$ cat src/rtl/bist_ctrl.sv
// BIST sequencer for the 4-requester arbiter and its grant-compaction MISR.
// Optional serial signature dump is enabled by defining BIST_SIGDUMP_EN.
module bist_ctrl #(
    parameter int unsigned      NBIT      = 16,
    parameter int unsigned      PAT_CNT   = 1000,
    parameter int unsigned      INIT_CYC  = 2,
    parameter int unsigned      FLUSH_CYC = 2,
    parameter logic [7:0]       TPG_SEED  = 8'hA5,
    parameter logic [NBIT-1:0]  GOLDEN    = '0
) (
    input  logic            clk,
    input  logic            rst,
    input  logic            bist_start,
    input  logic [NBIT-1:0] signature,
    output logic            test_mode,
    output logic [3:0]      tpg_req,
    output logic            arb_rst,
    output logic            misr_rst,
    output logic            bist_busy,
    output logic            bist_done,
    output logic            bist_pass,
    output logic [NBIT-1:0] sig_cap,
    output logic            sig_sdo,
    output logic            sig_sdv
);

    typedef enum logic [2:0] {
        StIdle, StInit, StRun, StFlush, StCompare, StDump, StDone
    } state_e;

    localparam logic [7:0]  Seed      = (TPG_SEED == 8'h00) ? 8'h01 : TPG_SEED;
    localparam logic [15:0] InitLast  = 16'(INIT_CYC - 1);
    localparam logic [15:0] PatLast   = 16'(PAT_CNT - 1);
    localparam logic [15:0] FlushLast = (FLUSH_CYC == 0) ? 16'd0 : 16'(FLUSH_CYC - 1);

    function automatic logic [7:0] lfsr_next(input logic [7:0] v);
        return {v[6:0], v[7] ^ v[5] ^ v[4] ^ v[3]};
    endfunction

    state_e      state_q, state_d;
    logic [15:0] cnt_q, cnt_d;
    logic [7:0]  lfsr_q, lfsr_d;
    logic [3:0]  tpg_d;

    always_comb begin
        state_d = state_q;
        cnt_d   = cnt_q;
        lfsr_d  = lfsr_q;
        tpg_d   = 4'h0;
        unique case (state_q)
            StIdle: begin
                cnt_d = 16'd0;
                if (bist_start) state_d = StInit;
            end
            StInit: begin
                lfsr_d = Seed;
                if (cnt_q == InitLast) begin
                    // Pattern 0 goes out on the first RUN cycle; lfsr then holds pattern 1.
                    state_d = StRun;
                    cnt_d   = 16'd0;
                    tpg_d   = Seed[3:0];
                    lfsr_d  = lfsr_next(Seed);
                end else begin
                    cnt_d = cnt_q + 16'd1;
                end
            end
            StRun: begin
                if (cnt_q == PatLast) begin
                    state_d = (FLUSH_CYC == 0) ? StCompare : StFlush;
                    cnt_d   = 16'd0;
                end else begin
                    cnt_d  = cnt_q + 16'd1;
                    tpg_d  = lfsr_q[3:0];
                    lfsr_d = lfsr_next(lfsr_q);
                end
            end
            StFlush: begin
                if (cnt_q == FlushLast) begin
                    state_d = StCompare;
                    cnt_d   = 16'd0;
                end else begin
                    cnt_d = cnt_q + 16'd1;
                end
            end
            StCompare: begin
                cnt_d = 16'd0;
`ifdef BIST_SIGDUMP_EN
                state_d = StDump;
`else
                state_d = StDone;
`endif
            end
`ifdef BIST_SIGDUMP_EN
            StDump: begin
                if (cnt_q == 16'(NBIT - 1)) begin
                    state_d = StDone;
                    cnt_d   = 16'd0;
                end else begin
                    cnt_d = cnt_q + 16'd1;
                end
            end
`endif
            StDone: begin
                if (!bist_start) state_d = StIdle;
            end
            default: state_d = StIdle;
        endcase
    end

    // Outputs are registered from the next state so they line up with state_q.
    always_ff @(posedge clk or posedge rst) begin
        if (rst) begin
            state_q   <= StIdle;
            cnt_q     <= 16'd0;
            lfsr_q    <= Seed;
            test_mode <= 1'b0;
            tpg_req   <= 4'h0;
            arb_rst   <= 1'b0;
            misr_rst  <= 1'b1;
            bist_busy <= 1'b0;
            bist_done <= 1'b0;
            bist_pass <= 1'b0;
            sig_cap   <= '0;
        end else begin
            state_q   <= state_d;
            cnt_q     <= cnt_d;
            lfsr_q    <= lfsr_d;
            tpg_req   <= tpg_d;
            test_mode <= (state_d == StInit) || (state_d == StRun) || (state_d == StFlush);
            arb_rst   <= (state_d == StInit);
            misr_rst  <= (state_d == StIdle) || (state_d == StInit) || (state_d == StDone);
            bist_busy <= (state_d != StIdle) && (state_d != StDone);
            bist_done <= (state_d == StDone);
            if (state_q == StIdle && state_d == StInit) begin
                bist_pass <= 1'b0;
                sig_cap   <= '0;
            end else if (state_q == StCompare) begin
                bist_pass <= (signature == GOLDEN);
                sig_cap   <= signature;
            end
        end
    end

`ifdef BIST_SIGDUMP_EN
    logic [NBIT-1:0] sh_q;

    always_ff @(posedge clk or posedge rst) begin
        if (rst) begin
            sh_q    <= '0;
            sig_sdo <= 1'b0;
            sig_sdv <= 1'b0;
        end else begin
            sh_q    <= (state_q == StCompare) ? (signature << 1) : (sh_q << 1);
            sig_sdv <= (state_d == StDump);
            if (state_d == StDump)
                sig_sdo <= (state_q == StCompare) ? signature[NBIT-1] : sh_q[NBIT-1];
            else
                sig_sdo <= 1'b0;
        end
    end
`else
    assign sig_sdo = 1'b0;
    assign sig_sdv = 1'b0;
`endif

endmodule
$ cat config.mk
export PLATFORM = sky130hd
export DESIGN_NAME = bist_ctrl
export DESIGN_NICKNAME = d
export VERILOG_FILES = /design/src/rtl/bist_ctrl.sv
export SDC_FILE = /design/constraint.sdc
export NUM_CORES = 1
export LEC_CHECK = 0
export ABC_AREA = 0
export ABC_CLOCK_PERIOD_IN_PS = 2500
export CORE_MARGIN = 2
export CORE_UTILIZATION = 50
export DETAILED_ROUTE_END_ITERATION = 10
export DONT_BUFFER_PORTS = 1
export PLACE_DENSITY = 0.64
export SYNTH_ARGS = -nofsm -noshare
export SYNTH_HDL_FRONTEND = slang
export SYNTH_SLANG_ARGS = --single-unit
export TNS_END_PERCENT = 100
$ cat constraint.sdc
create_clock -name clk -period 2.5 [get_ports clk]
set_clock_uncertainty 0.05 [all_clocks]
set_input_delay 0.125 -clock clk [delete_from_list [all_inputs] [get_ports clk]]
set_output_delay 0.125 -clock clk [all_outputs]
set_load 0.02 [all_outputs]
==> flow_metrics.py <==
metrics = {
    "synth": {
        "synthCells": 223,
        "synth.yosys.seq_area_share_pct": 52.5,
        "ys_warn_count": 0,
        "synth_area_leaders": "dfrtp_1 47%, a22o_1 5.5%, dfstp_2 5.2%",
        "synth_top_area_cell": "dfrtp_1",
        "syn_avg_cell_area_um2": 11.4,
        "syn-cell-area_mm2": 0.00254,
        "synth_top_area_share_pct": 47.3,
        "ys.flop_type": "dfrtp_1",
        "async_reset_ff_share_pct": 100,
        "synth_edf_count": 0,
        "synth_seq_cells": 53,
        "synth_cell_types": 49,
    },
    "power_and_ir_drop": {
        "seqPwrFrac_pct": 51.0,
        "p_clk_share_pct": 14.9,
        "swShare_pct": 41.6,
        "intPower_mw": 1.90,
        "ir_drop_v": 0.000672,
        "power_switching_mw": 1.35,
        "powerDensity_mw_per_mm2": 1140,
        "combPwrFrac_pct": 34.1,
        "leakage_nw": 1.29,
    },
    "clock_network": {
        "h-tree-depth": 2,
        "insertion_delay_ps": 300,
        "clockBufferDepth": 2,
        "cts_tree": "done",
        "cts-root-buf": "clkbuf_8",
        "numClockSinks": 53,
        "cts_made_buffers": 5,
        "ctsResizeCount": 0,
        "cts_setup_buffers": 0,
        "clk_pin_slew_worst_paths_ps": 90,
    },
    "critical_path": {
        "cp_max_fo": 6,
        "crit_type": "reg -> reg",
        "cp-start-kind": "flip-flop",
        "critPathArrivalTime_ps": 2250,
        "critPathCaptureType": "flip-flop",
        "worstPathRequired_ps": 2600,
    },
    "timing": {
        "maxSlewViolCount": 0,
        "fmax_mhz": 467,
        "post-route-period-util_pct": 85.7,
        "holdWs_ps": 441,
        "hold_viol": 0,
        "rsz0062_at_grt": "no",
        "finalSetupTns_ps": 0,
        "fin_crit_ps": 2140,
        "setup_violations": 0,
        "tightest_slew_ps": 1240,
        "timing.slew.headroom_pct": 17.2,
    },
    "drt": {
        "wirelength_um": 5070,
        "ant_nets": 0,
        "vias": 1839,
        "drt-pass1-iter-count": 4,
        "drt_iter0_drc": 70,
        "drt-wirelength-per-cell_um": 16.4,
        "vias_per_cell": 5.95,
        "drc_errors": 0,
    },
    "grt": {
        "grt_pass1_vias": 1844,
        "grtUsageMet3_pct": 4.69,
        "grt_first_pass_wirelength_um": 8200,
        "gr-usage-met1_pct": 21.9,
        "antenna_found_initial": 0,
        "overflow": 0,
        "grt_max_degree": 54,
        "grtUsageTotal_pct": 19.0,
        "grt.busiest_layer": "met2",
        "use_met2_pct": 34.2,
    },
    "status": {
        "outcome": "complete, no violations",
    },
    "layout": {
        "layout_commonest_cell": "dfrtp_1",
        "layout_common_cells": "48 x dfrtp_1, 18 x dlygate4sd3_1, 16 x nand2_1, 16 x a22o_1, 12 x nor2_1",
        "diodes": 0,
        "layout.nets": 262,
        "drive_gt1_share_pct": 17.4,
        "area_growth_pct": 12.2,
    },
    "hold_path": {
        "min_path_type": "reg -> reg",
    },
    "floorplanning": {
        "die_width_um": 75.3,
        "die_y_um": 75.3,
        "die-area_mm2": 0.00566,
        "core_mm2": 0.00482,
        "ios": 47,
        "core.rowCount": 25,
        "initial_core_util_pct": 52.7,
    },
    "run": {
        "drv_cap": 0,
    },
    "place": {
        "gp_congestion": 0.885,
        "hpwl_um": 3490,
        "portBuffers": 0,
    },
}
cell type report:
class,count,area [um^2]
fillers,415,1970
flip-flops and latches,53,1330
multi-input cells,155,1120
repair buffers,21,203
clock buffers,7,86.3
well taps,67,83.8
inverters,5,18.8
clock inverters,1,7.51
critical path: stages, from the launching register on:
cell	delay [ps]
dfrtp_1	420
inv_1	70
ha_1	150
nor4b_1	420
nand4_2	270
o221ai_4	360
buf_4	210
a211oi_1	50
final timing paths:
| path | end | slack (ps) | cells after the start | startpoint |
|---|---|---|---|---|
| worst max-delay path | cnt_q[1] | 360 | 7 | cnt_q[1] |
| worst min-delay path | lfsr_q[7] | 440 | 2 | lfsr_q[7] |
| worst max register to register | cnt_q[1] | 360 | 7 | cnt_q[1] |
| worst min register to register | lfsr_q[7] | 440 | 2 | lfsr_q[7] |
| max in group asynchronous | cnt_q[5] | 1280 | 2 | rst |
| min in group asynchronous | sig_cap[8] | 490 | 2 | rst |
through the flow:
| stage | power, mW | setup slack, ps | area [um^2] | util [%] | cells |
|---|---|---|---|---|---|
| 6_report | 3.26 | 357 | 2850 | 59.1 | 309 |
| 5_1_grt | 3.49 | 177 | 2850 | 59.1 | 309 |
| 4_1_cts | 3.27 | 384 | 2850 | 59.1 | 309 |
| 3_5_place_dp | 2.75 | 398 | 2570 | 53.5 | 283 |
| 3_3_place_gp | 2.70 | 446 | 2570 | 53.5 | 283 |
| 2_1_floorplan | 2.51 | 698 | 2540 | - | 224 |
Yosys cell counts (4+ instances only):
| cell type | instances |
|---|---|
| dfrtp_1 | 48 |
| a22o_1 | 16 |
| nand2_1 | 16 |
| nor2_1 | 12 |
| xor2_1 | 11 |
| nor2_2 | 10 |
| nand3_1 | 6 |
| xnor2_1 | 6 |
| a21o_1 | 5 |
| dfstp_2 | 5 |
| nor4_1 | 5 |
| a21oi_1 | 4 |
| and3_1 | 4 |
| buf_2 | 4 |
| inv_1 | 4 |
| nor3_1 | 4 |
| o21ai_0 | 4 |
| o21ai_1 | 4 |
| o31ai_1 | 4 |
routing by layer:
| metal | wire [um] | vias up | part of all wire, % |
|---|---|---|---|
| li1 | - | 839 | - |
| met1 | 2120 | 925 | 42 |
| met2 | 2600 | 67 | 51 |
| met3 | 286 | 8 | 5.6 |
| met4 | 60 | 0 | 1.2 |
| met5 | 0 | - | 0 |
kinds of logic (layout without fill, tap and decap cells):
logic type,Yosys count,in the layout,share of synthesized area [%]
AOI/OAI and AO/OA,49,49,15.4
xor gates and xnor gates,17,17,5.86
adders and majority gates,2,2,0.986
buffers and inverters,16,34,3.65
DFF,53,53,52.5
other,1,2,0.148
and+or+nand+nor,85,85,21.5
power by group through the flow:
stage	clock, mW	sequential [mW]	combinational (mW)
global route	0.541	1.71	1.23
global placement	0	1.66	1.04
detailed placement	0	1.68	1.07
finish	0.485	1.66	1.11
CTS	0.503	1.66	1.11
floorplan	0	1.54	0.966
flip-flops by register name, indices dropped and copies added (netlist names):
register and cells:
test_mode 1, lfsr_q 8, arb_rst 1, sig_cap 16
bist_pass 1, bist_busy 1, cnt_q 16, misr_rst 1
tpg_req 4, state_q 3, bist_done 1
what timing repair did:
| action | in CTS | in global routing |
|---|---|---|
| setup endpoints to repair | 0 | 0 |
| hold buffers | 18 | 0 |
| hold endpoints to repair | 70 | 0 |
Note: power is estimated with default switching activity, not from simulation.
